`config.mk`:
```
export PLATFORM = sky130hd
export DESIGN_NAME = music_player
export DESIGN_NICKNAME = d
export VERILOG_FILES = /design/src/rtl/music_player.sv
export SDC_FILE = /design/constraint.sdc
export NUM_CORES = 1
export LEC_CHECK = 0
export ABC_AREA = 0
export ABC_CLOCK_PERIOD_IN_PS = 2800
export CORE_AREA = 2 2 130 132
export CTS_CLUSTER_DIAMETER = 150
export CTS_CLUSTER_SIZE = 10
export DETAILED_ROUTE_END_ITERATION = 12
export DIE_AREA = 0 0 132 134
export PLACE_DENSITY = 0.8
export REMOVE_ABC_BUFFERS = 1
export SYNTH_ARGS = -nofsm -noshare
export SYNTH_HDL_FRONTEND = slang
export SYNTH_SLANG_ARGS = --single-unit
export TNS_END_PERCENT = 50
```
`constraint.sdc`:
```
create_clock -name cpu_clk -period 2.8 [get_ports cpu_clk]
set_clock_uncertainty 0.05 [all_clocks]
set_input_delay 0.28 -clock cpu_clk [delete_from_list [all_inputs] [get_ports cpu_clk]]
set_output_delay 0.28 -clock cpu_clk [all_outputs]
set_load 0.005 [all_outputs]
```
`src/rtl/music_player.sv`:
```
// Note-queue tone generator: each queued word plays a square wave of a given
// half-period (cpu_clk cycles) for a duration in milliseconds.
module music_player #(
  parameter int CLK_HZ     = 16_000_000,
  parameter int FIFO_DEPTH = 4
) (
  input  logic        cpu_clk,
  input  logic        rstn,
  input  logic        wr_en,
  input  logic [31:0] wr_data,
  output logic        audio_out,
  output logic        busy,
  output logic [7:0]  rd_status
);

  localparam int MS_CYC = CLK_HZ / 1000;
  localparam int PW     = $clog2(MS_CYC);
  localparam int AW     = $clog2(FIFO_DEPTH);
  localparam logic [PW-1:0] PRESC_LAST = PW'(MS_CYC - 1);
  localparam logic [PW-1:0] PRESC_ONE  = PW'(1);
  localparam logic [AW:0]   PTR_ONE    = (AW+1)'(1);

  typedef enum logic [1:0] {
    IDLE = 2'd0,
    LOAD = 2'd1,
    PLAY = 2'd2
  } state_t;

  state_t        state_r;
  state_t        state_nx_s;
  logic [31:0]   mem_r [FIFO_DEPTH];
  logic [31:0]   head_s;
  logic [AW:0]   wr_ptr_r;
  logic [AW:0]   rd_ptr_r;
  logic          fifo_empty_s;
  logic          fifo_full_s;
  logic          push_s;
  logic          pop_s;
  logic          overflow_r;
  logic [15:0]   dur_r;
  logic [15:0]   half_r;
  logic [15:0]   remain_r;
  logic [15:0]   tone_cnt_r;
  logic [PW-1:0] presc_r;
  logic          last_tick_s;
  logic          playing_s;

  // The extra pointer bit separates a full queue from an empty one.
  assign fifo_empty_s = (wr_ptr_r == rd_ptr_r);
  assign fifo_full_s  = (wr_ptr_r[AW] != rd_ptr_r[AW]) &&
                        (wr_ptr_r[AW-1:0] == rd_ptr_r[AW-1:0]);
  assign head_s       = mem_r[rd_ptr_r[AW-1:0]];
  assign push_s       = rstn && wr_en && !fifo_full_s;
  assign pop_s        = rstn && (state_r == IDLE) && !fifo_empty_s;
  assign last_tick_s  = (presc_r == PRESC_LAST) && (remain_r == 16'd1);

  // Note storage; contents are don't-care while the pointers say empty.
  always_ff @(posedge cpu_clk) begin
    if (push_s) begin
      mem_r[wr_ptr_r[AW-1:0]] <= wr_data;
    end
  end

  // Queue pointers and the sticky overflow flag.
  always_ff @(posedge cpu_clk) begin
    if (!rstn) begin
      wr_ptr_r   <= '0;
      rd_ptr_r   <= '0;
      overflow_r <= 1'b0;
    end else begin
      if (push_s) wr_ptr_r <= wr_ptr_r + PTR_ONE;
      if (pop_s) rd_ptr_r <= rd_ptr_r + PTR_ONE;
      if (wr_en && fifo_full_s) overflow_r <= 1'b1;
    end
  end

  // Player state register.
  always_ff @(posedge cpu_clk) begin
    if (!rstn) state_r <= IDLE;
    else       state_r <= state_nx_s;
  end

  // Player next-state logic.
  always_comb begin
    state_nx_s = state_r;
    case (state_r)
      IDLE:    state_nx_s = fifo_empty_s ? IDLE : LOAD;
      LOAD:    state_nx_s = (dur_r == 16'd0) ? IDLE : PLAY;
      PLAY:    state_nx_s = last_tick_s ? IDLE : PLAY;
      default: state_nx_s = IDLE;
    endcase
  end

  // Note latch, ms prescaler, duration and tone counters, registered audio.
  always_ff @(posedge cpu_clk) begin
    if (!rstn) begin
      dur_r      <= 16'd0;
      half_r     <= 16'd0;
      remain_r   <= 16'd0;
      tone_cnt_r <= 16'd0;
      presc_r    <= '0;
      audio_out  <= 1'b0;
    end else begin
      case (state_r)
        IDLE: begin
          audio_out <= 1'b0;
          if (pop_s) begin
            dur_r  <= head_s[31:16];
            half_r <= head_s[15:0];
          end
        end
        LOAD: begin
          audio_out  <= 1'b0;
          presc_r    <= '0;
          remain_r   <= dur_r;
          tone_cnt_r <= (half_r == 16'd0) ? 16'd0 : half_r - 16'd1;
        end
        PLAY: begin
          if (presc_r == PRESC_LAST) begin
            presc_r  <= '0;
            remain_r <= remain_r - 16'd1;
          end else begin
            presc_r <= presc_r + PRESC_ONE;
          end
          // A zero half-period is a rest: the output stays low.
          if (last_tick_s || (half_r == 16'd0)) begin
            audio_out <= 1'b0;
          end else if (tone_cnt_r == 16'd0) begin
            audio_out  <= ~audio_out;
            tone_cnt_r <= half_r - 16'd1;
          end else begin
            tone_cnt_r <= tone_cnt_r - 16'd1;
          end
        end
        default: audio_out <= 1'b0;
      endcase
    end
  end

  // Status outputs decoded from registered state.
  always_comb begin
    playing_s = (state_r == PLAY);
    busy      = (state_r != IDLE) || !fifo_empty_s;
    rd_status = {4'b0000, playing_s, overflow_r, fifo_full_s, busy};
  end

endmodule

```
Yosys cells after proc, flatten, opt, wreduce, memory -nomap -nowiden --
Memories as Yosys holds them, arrays and structs flattened. A register that Yosys moved wholly into a read port is not among the register bits. Index checks and enable logic that the tools add are counted. Widths: inputs -> output; s select.
Word-level totals: RAM bits 128, flip-flop bits (word level) 56, logic and storage cells 63, bits in latches 0, output and inout port bits 10, memories 1, ROM bits 0
Memories:
- mem_r | depth 4, width 32, rd ports 1, clocked after memory_dff 1, wr ports 1, RTL line 31 | logic [31:0] mem_r [FIFO_DEPTH];
Operators by class: reduce and logical (&&, ||, !) cells 22, eq/ne operators 9, add/sub/neg operators 6, multiply operators 0, bitwise operators 3, multiplexer cells 14, order comparisons 0, shift-type cells 0, div/mod/pow operators 0
Operators by type and width (count):
- $mux 16 | 4
- $pmux 16 s2 | 2
- $logic_not 16->1 | 3
- $sub 16x1->16 const B | 3
- $pmux 14 s2 | 1
- $eq 16x1->1 const B | 1
- $add 14x1->14 const B | 1
- $eq 14x14->1 const B | 1
- $mux 14 | 1
- $logic_and 1x1->1 | 7
- $add 3x1->3 const B | 2
- $pmux 2 s3 | 1
- $reduce_and 2->1 | 3
- $mux 2 | 2
- $reduce_bool 2->1 | 2
- $eq 3x3->1 | 1
- $logic_not 1->1 | 3
- $mux 1 | 3
- $not 1->1 | 3
- $reduce_or 3->1 | 1
- $eq 2x1->1 const B | 1
- $eq 2x2->1 | 1
- $eq 2x2->1 const B | 1
- $logic_not 2->1 | 1
- other kinds (4) | 5

Depth between registers and ports, before layout --
Gate-level depths: netlist of the first run.
depth in word-level cells 6, gate-level depth with buffers 9, gate-level depth less buffers 8

Worst setup path before layout of the first run --
No wires, ideal clock.
kind register to register, from register rd_ptr_r[0], to memory mem_r[3][0] (enable), clock period less this slack 2393 ps, arrival time 1950 ps, setup time 394 ps, path slack 407 ps, cell stages (with the launch flop) 6, path through dfxtp_1 > buf_2 > xnor2_1 > and3b_1 > nor2_1 > and2_1
Between the ends: word-level cells in the longest chain between the ends 6
Ends and longest elaborated chain:
- start, declared | RTL line 34 | logic [AW:0] rd_ptr_r;
- start signal, assigned | RTL line 72 | if (pop_s) rd_ptr_r <= rd_ptr_r + PTR_ONE;
- $eq 2x2->1 | RTL line 51 | (wr_ptr_r[AW-1:0] == rd_ptr_r[AW-1:0]);
- $logic_and 1x1->1 | RTL line 50 | assign fifo_full_s = (wr_ptr_r[AW] != rd_ptr_r[AW]) &&
- net fifo_full_s | RTL line 36 | logic fifo_full_s;
- $logic_not 1->1 | RTL line 53 | assign push_s = rstn && wr_en && !fifo_full_s;
- $logic_and 1x1->1 | RTL line 53
- $mux 1 | RTL line 59 | if (push_s) begin
- $mux 1 (implied by the code) | RTL line 60 | mem_r[wr_ptr_r[AW-1:0]] <= wr_data;
- end, declared | RTL line 31
The timed path passes the listed nets, and every way through them passes these cells.

Worst setup path in the final report of the first run --
from register tone_cnt_r[0], to register tone_cnt_r[13]
Between the ends: word-level cells in the longest chain between the ends 4, elaborated cells between the ends (all ways) 5
Ends and longest elaborated chain:
- start, declared | RTL line 43 | logic [15:0] tone_cnt_r;
- start signal, assigned | RTL line 116 | tone_cnt_r <= (half_r == 16'd0) ? 16'd0 : half_r - 16'd1;
- start signal, assigned | RTL line 130 | tone_cnt_r <= half_r - 16'd1;
- start signal, assigned | RTL line 132 | tone_cnt_r <= tone_cnt_r - 16'd1;
- $sub 16x1->16 / $logic_not 16->1 (equally long branches) | RTL line 132, 128
- $mux 16 (*) | RTL line 128 | end else if (tone_cnt_r == 16'd0) begin
- $mux 16 (*) | RTL line 126 | if (last_tick_s || (half_r == 16'd0)) begin
- $pmux 16 s2 (*) | RTL line 104 | case (state_r)
Mark *: on every way between the ends. The rest lies on a longest branch, timed or not. The select of a mux whose other input is x is not followed. A chain may end at the register's enable or synchronous reset.

==> impl_metrics.csv, run 1 <==
group,metric,value,unit
clocking,cts_buffer_depth,3,
run_status,run_status,"finished clean",
clocking,clock-root-buffer,"sky130_fd_sc_hd__clkbuf_16",
logic_synthesis,synth_top_cell_by_area,"sky130_fd_sc_hd__edfxtp_1",
drt,detailedRoute.firstPassIterationCount,5,
critical_path,cp_max_fo,11,
clocking,worst_setup_hold_path_clk_slew,0.06,ns
grt,total_routing_usage_gr,22.5,%
placement,placed_cells_incl_taps,1016,
grt,global_route_total_overflow,0,
grt,antenna_violations_before_repair,0,
placement,io_buffers,40,
die,start_util,58.8,%
pwr,power.share.switching,36.9,%
logic_synthesis,yosysSeqAreaShare,58.5,%
flow_run,drv_cap,0,
drt,routed_wire_length_per_instance,18.4,um
critical_path,cp_startpoint_kind,"flip-flop",
logic_synthesis,yosys.cell_count.top_type,"sky130_fd_sc_hd__edfxtp_1",
timing,slew_viol_final,0,
timing,period_minus_slack,2.47,ns
grt,number_of_global_route_vias_before_repair,6335,
die,die_height,134,um
drt,drt.antenna.violating_nets,0,
pwr,cellLeakagePower,3.73,nW
logic_synthesis,async_flop_share,0,%
clocking,setup_buffers_after_cts,0,
timing,number_of_failing_setup_endpoints_in_the_final_timing_report,0,
timing,hold-worst-slack,0.173,ns
logic_synthesis,synthesis.yosys.warnings,0,
timing,max_clock_freq,0.405,GHz
die,die_width,132,um
critical_path,timing.critical_path.to_type,"flip-flop",
placement,globalplace.congestion,0.864,
timing,final_min_period_over_clock_period,88.1,%
pwr,power.share.sequential,35.8,%
die,io_pins,45,
layout,layout_cell_share_with_drive_strength_beyond_1,12.4,%
grt,grt_first_pass_wirelength,32.3,mm
clocking,cts_num_sinks,216,
clocking,count_of_hold_fix_buffers_inserted_at_cts,0,
timing,count_of_final_hold_check_violations,0,
logic_synthesis,postSynthAreaPerCell,12.2,sq um
clocking,clk-insertion-delay-late,0.50,ns
logic_synthesis,synth_area_leaders,"sky130_fd_sc_hd__edfxtp_1 40%, sky130_fd_sc_hd__dfxtp_1 18%, sky130_fd_sc_hd__mux4_2 7.5%, sky130_fd_sc_hd__nand2_1 4.2%, sky130_fd_sc_hd__a21boi_0 2.8%",
pwr,comb_power_share,39.7,%
drt,drt_wl_total,19.5,mm
critical_path,worst-r2r-setup-slack,0.33,ns
critical_path,worst_ep_arrival_time,2.87,ns
critical_path,crit_path_top_delay_cell,"sky130_fd_sc_hd__nand4_2",
logic_synthesis,synth_ff_type,"sky130_fd_sc_hd__edfxtp_1",
drt,vias,6267,
logic_synthesis,syn_inst,784,
grt,largest_net_degree_at_the_start_of_global_routing,80,
layout,areaGrowthSynthToFinish,13.5,%
layout,n_antenna_cell,0,
logic_synthesis,synth_largest_type_area_fraction,40.1,%
clocking,tritoncts.num_buffers,25,
timing,grt_setup_unrepaired,"false",
layout,finish.cell_count_without_fillers,1060,
timing,transition_time_of_the_tightest_slew_check_pin,0.734,ns
logic_synthesis,yosysUniqueCellTypes,72,
pwr,cellPowerDensity,1080,mW/mm^2
logic_synthesis,number_of_enable_type_register_cells_in_the_synthesized_netlist,128,
die,design.die.area,0.0177,sq mm
logic_synthesis,synth_cell_area,0.00958,sq mm
layout,layout.nets,873,
critical_path,cp_cell_sequence,"inv_1 > ha_1 > nor3b_1 > nand4_2 > and2_4 > or2_1 > o32ai_1 > a31o_1",
drt,drc_errors,0,
critical_path,timing.setup.critical_path_class,"reg2reg",
placement,dp_hpwl,12.0,mm
die,fp.coreArea,0.0163,sq mm
timing,max-slew-margin-rel,50.9,%
die,rows,47,
clocking,cts.repair.resized,0,
pwr,switching_power,4.35,mW
critical_path,required,3.20,ns
pwr,worst_ir_drop_vdd,0.000692,V
critical_path,worst_path_largest_cell_delay,0.40,ns
pwr,cellInternalPower,7.42,mW
pwr,clock_power_share,24.5,%
logic_synthesis,synth_seq_cells,216,
drt,initialDrtViolationCount,545,
drt,vias_per_instance,5.91,
worst_hold_path,kind_of_path_behind_the_tightest_hold_check,"in2reg",
logic_synthesis,synth.cells.most_frequent,"128 x sky130_fd_sc_hd__edfxtp_1, 108 x sky130_fd_sc_hd__nand2_1, 88 x sky130_fd_sc_hd__dfxtp_1, 37 x sky130_fd_sc_hd__nor2_1",
clocking,cts.htree.levels,1,
clocking,cts_tree,"done",
cells by family (layout without fill, tap and decap cells):
group                      after synthesis  count (layout)  share of synthesized area, %
other                                    1               4                        0.0391
and+or+nand+nor                        266             266                          14.6
AOI/OAI and AO/OA                      147             147                          9.96
DFF                                    216             216                          58.5
xor gates and xnor gates                41              41                          3.75
buffers and inverters                   60             113                          2.99
adders and majority gates               15              15                          1.96
muxes                                   38              38                          8.17
metrics by stage:
step / power [mW] / setup TNS (ns) / setup WS, ns / util (%) / cell area, sq um
final: 11.8 / 0 / 0.332 / 66.7 / 10900
after global routing: 12.5 / 0 / 0.0176 / 66.7 / 10900
after CTS: 11.7 / 0 / 0.0940 / 66.7 / 10900
after detailed placement: 8.84 / 0 / 0.100 / 62.3 / 10100
after global placement: 8.67 / 0 / 0.209 / 62.3 / 10100
after floorplan: 7.55 / -124.59 / -0.887 / - / 9360
final cells by class:
class,instances,area (sq um)
tap,220,275
fill,1120,5420
timing repair buffer,56,515
clock buffer,44,718
inverter,13,48.8
multi-input combinational,511,3710
sequential,216,5610
placed cells by master, fill, tap and decap left out, drive strengths merged, types with 8 or more instances in the layout:
cell type | synthesis | layout
nor4 | 15 | 15
ha | 15 | 15
or3 | 9 | 9
nand3 | 13 | 13
edfxtp | 128 | 128
a22oi | 8 | 8
nor2b | 8 | 8
buf | 18 | 17
o21ai | 39 | 39
clkbuf | 29 | 44
inv | 12 | 12
clkdlybuf4s50 | 0 | 39
a21boi | 37 | 37
nand4 | 11 | 11
dfxtp | 88 | 88
nor3 | 22 | 22
and2 | 17 | 17
mux4 | 32 | 32
nor2 | 38 | 38
nand2 | 108 | 108
a21oi | 36 | 36
xnor2 | 19 | 19
xor2 | 22 | 22
registers in the layout (all words and copies together), names as in the netlist:
name,cells
audio_out,1
dur_r,16
half_r,16
mem_r,128
overflow_r,1
presc_r,14
rd_ptr_r,3
remain_r,16
state_r,2
tone_cnt_r,16
wr_ptr_r,3
power by group through the flow:
stage               clock [mW]  sequential [mW]  combinational (mW)
finish                    2.88             4.21                4.67
global route              3.04             4.26                5.18
CTS                       2.92             4.20                4.63
detailed placement           0             4.26                4.58
global placement             0             4.22                4.45
floorplan                    0             4.24                3.31
per-layer routing:
layer / wire (um) / track usage, %
met1: 8310 / 30.0
met5: 0 / 0
met4: 314 / 5.98
met2: 9870 / 39.1
met3: 979 / 2.99
worst max-delay path, delay by kind of cell, from the launching register on:
family                   cells  cell delay [ns]
flip-flops                   1             0.36
AND/OR/NAND/NOR              4             1.41
AO/OA/AOI/OAI                2             0.35
buffers and inverters        1             0.10
adder cells (fa/ha/maj)      1             0.14
worst paths after layout:
kind | endpoint | startpoint | cells past startpoint
setup / recovery | tone_cnt_r[13] | tone_cnt_r[0] | 8
hold / removal | wr_ptr_r[1] | rstn | 4
setup reg to reg | tone_cnt_r[13] | tone_cnt_r[0] | 8
hold reg to reg | presc_r[13] | presc_r[13] | 2
No activity file was read; power rests on OpenSTA's default activity.
==> run 2, diff against run 1 <==
--- a/config.mk
+++ b/config.mk
@@ -6,13 +6,14 @@
 export NUM_CORES = 1
 export LEC_CHECK = 0
 export ABC_AREA = 0
-export ABC_CLOCK_PERIOD_IN_PS = 2800
+export ABC_CLOCK_PERIOD_IN_PS = 2500
 export CORE_AREA = 2 2 130 132
 export CTS_CLUSTER_DIAMETER = 150
 export CTS_CLUSTER_SIZE = 10
 export DETAILED_ROUTE_END_ITERATION = 12
 export DIE_AREA = 0 0 132 134
-export PLACE_DENSITY = 0.8
+export DONT_BUFFER_PORTS = 1
+export PLACE_DENSITY = 0.77
 export REMOVE_ABC_BUFFERS = 1
 export SYNTH_ARGS = -nofsm -noshare
 export SYNTH_HDL_FRONTEND = slang
==> constraint.sdc (replaced) <==
create_clock -name cpu_clk -period 2.5 [get_ports cpu_clk]
set_clock_uncertainty 0.05 [all_clocks]
set_input_delay 0.25 -clock cpu_clk [delete_from_list [all_inputs] [get_ports cpu_clk]]
set_output_delay 0.25 -clock cpu_clk [all_outputs]
set_load 0.005 [all_outputs]
==> run 2 against run 1 <==
Count of clock-buffer cells in the layout shrank 1. Final cell count decreased by 0.38%. Sequential share of layout area down 0.23 points. Combinational power increased by 15%. Sequential power up 13%. Final area up 0.45%. Non-clock buffer count shrank 3. Register-to-register slack worse by 0.18 ns. Largest cell class unchanged. Critical path depth down 1. Critical path type unchanged. Via count increased by 3.4%. Global-route usage rose by 2.4 points.
==> impl_metrics.csv, run 2 (synthesized netlist as in run 1, its figures left out) <==
group,metric,value,unit
run_status,run_status,"finished clean",
layout,multi_input_comb_area,0.00371,sq mm
drt,drt.antenna.violating_nets,0,
layout,areaGrowthSynthToFinish,14.0,%
pwr,clock_power_share,24.3,%
flow_run,drv_cap,0,
die,start_util,58.8,%
pwr,power.share.sequential,35.5,%
drt,routed_wire_length_per_instance,20.3,um
die,rows,47,
clocking,clk-insertion-delay-late,0.51,ns
pwr,cellPowerDensity,1220,mW/mm^2
placement,globalplace.congestion,0.850,
grt,total_routing_usage_gr,24.8,%
die,io_pins,45,
drt,vias_per_instance,6.14,
layout,regArea,0.00561,sq mm
layout,fillerInstances,1108,
clocking,worst_setup_hold_path_clk_slew,0.06,ns
timing,hold-worst-slack,0.0405,ns
layout,leading_cell_types_in_the_layout_fill_and_taps_excluded,"128 x sky130_fd_sc_hd__edfxtp_1, 108 x sky130_fd_sc_hd__nand2_1, 87 x sky130_fd_sc_hd__dfxtp_1, 37 x sky130_fd_sc_hd__nor2_1",
die,die_height,134,um
pwr,power.share.switching,37.6,%
critical_path,cp_cell_sequence,"inv_1 > ha_1 > and4b_1 > a41o_1 > o21ai_4 > o21ai_0 > a32o_1",
timing,final_min_period_over_clock_period,93.9,%
placement,dp_hpwl,11.6,mm
timing,period_minus_slack,2.35,ns
timing,number_of_failing_setup_endpoints_in_the_final_timing_report,0,
drt,drc_errors,0,
placement,post_placement_setup_slack,-0.102,ns
critical_path,crit_path_top_delay_cell,"sky130_fd_sc_hd__o21ai_4",
grt,number_of_global_route_vias_before_repair,6693,
layout,layout_cell_share_with_drive_strength_beyond_1,12.9,%
layout,finish.utilization,67.0,%
critical_path,worst_ep_arrival_time,2.70,ns
drt,vias,6480,
layout,n_antenna_cell,0,
drt,detailedRoute.firstPassIterationCount,7,
clocking,cts_tree,"done",
layout,layout.cells.most_common,"sky130_fd_sc_hd__edfxtp_1",
timing,setup_slack,0.153,ns
placement,io_buffers,0,
clocking,cts.htree.levels,1,
clocking,clock-root-buffer,"sky130_fd_sc_hd__clkbuf_16",
die,fp.coreArea,0.0163,sq mm
timing,max_clock_freq,0.426,GHz
die,die_width,132,um
critical_path,cp_startpoint_kind,"flip-flop",
clocking,tritoncts.num_buffers,25,
timing,max-slew-margin-rel,50.7,%
drt,drt_wl_total,21.4,mm
grt,largest_net_degree_at_the_start_of_global_routing,79,
pwr,worst_ir_drop_vdd,0.000702,V
drt,initialDrtViolationCount,733,
critical_path,timing.setup.critical_path_class,"reg2reg",
clocking,setup_buffers_after_cts,0,
pwr,comb_power_share,40.2,%
layout,layout.nets,870,
critical_path,required,2.85,ns
layout,largest_register_ff_count,128,
grt,global_route_total_overflow,0,
grt,antenna_violations_before_repair,0,
critical_path,cp_max_fo,32,
grt,grt_first_pass_wirelength,35.1,mm
pwr,cellLeakagePower,3.76,nW
die,design.die.area,0.0177,sq mm
timing,slew_viol_final,0,
timing,grt_setup_unrepaired,"false",
pwr,switching_power,5.02,mW
pwr,cellInternalPower,8.33,mW
pwr,total_power,13.3,mW
worst_hold_path,kind_of_path_behind_the_tightest_hold_check,"in2reg",
timing,transition_time_of_the_tightest_slew_check_pin,0.737,ns
timing,count_of_final_hold_check_violations,0,
clocking,cts_buffer_depth,3,
clocking,cts_num_sinks,216,
critical_path,worst_path_largest_cell_delay,0.60,ns
critical_path,timing.critical_path.to_type,"flip-flop",
[run 2: worst paths after layout]
path                from       endpoint  slack (ns)  depth (start not counted)
max          remain_r[1]  tone_cnt_r[2]        0.15                          7
min                 rstn    wr_ptr_r[1]        0.04                          4
max reg2reg  remain_r[1]  tone_cnt_r[2]        0.15                          7
min reg2reg     dur_r[1]       dur_r[1]        0.45                          2
[run 2: area by class of cell]
| type | count | share of cell area (%) |
|---|---|---|
| Sequential cell | 216 | 51.3 |
| Clock buffer | 43 | 6.54 |
| Multi-Input combinational cell | 511 | 34.0 |
| Inverter | 13 | 0.447 |
| Tap cell | 220 | 2.52 |
| Timing Repair Buffer | 53 | 5.16 |
[run 2: repair_timing]
item	in CTS	in global routing
endpoints found under the setup margin	5	7
hold buffers	34	0
endpoints found under the hold margin	204	0
resized for setup	1	1
[run 2: metrics by stage]
stage | std cells | setup TNS, ns | area (sq um)
6_report | 1056 | 0 | 10900
5_1_grt | 1056 | 0 | 10900
4_1_cts | 1056 | 0 | 10900
3_5_place_dp | 979 | -0.154 | 9840
3_3_place_gp | 979 | 0 | 9840
2_1_floorplan | 740 | -180.19 | 9360
[run 2: metal layers]
layer  vias to the layer above  GRT usage (%)  share of wire [%]
met4                         0           7.61                2.1
li1                       2968              -                  -
met3                        41           4.46                6.6
met2                       270           44.0                 51
met1                      3201           31.3                 40
met5                         -              0                  0
[run 2: worst max-delay path, delay by kind of cell, from the launching register on]
kind                       cells  cell delay (ns)
and+or+nand+nor                1             0.19
DFF                            1             0.39
adders and majority gates      1             0.19
AOI/OAI and AO/OA              4             1.33
buffers and inverters          1             0.09
[run 2: power by group through the flow]
| stage | Sequential [mW] | Combinational, mW | Clock, mW |
|---|---|---|---|
| final | 4.74 | 5.36 | 3.25 |
| after global routing | 4.79 | 5.88 | 3.43 |
| after CTS | 4.71 | 5.26 | 3.27 |
| after detailed placement | 4.78 | 5.08 | 0 |
| after global placement | 4.74 | 4.93 | 0 |
| after floorplan | 4.75 | 3.70 | 0 |
==> run 3, diff against run 2 <==
--- a/config.mk
+++ b/config.mk
@@ -13,6 +13,7 @@
 export DETAILED_ROUTE_END_ITERATION = 12
 export DIE_AREA = 0 0 132 134
 export DONT_BUFFER_PORTS = 1
+export GPL_ROUTABILITY_DRIVEN = 1
 export PLACE_DENSITY = 0.77
 export REMOVE_ABC_BUFFERS = 1
 export SYNTH_ARGS = -nofsm -noshare
==> results of run 3 <==
The final DEF is identical to that of run 2; final timing and power are the same.
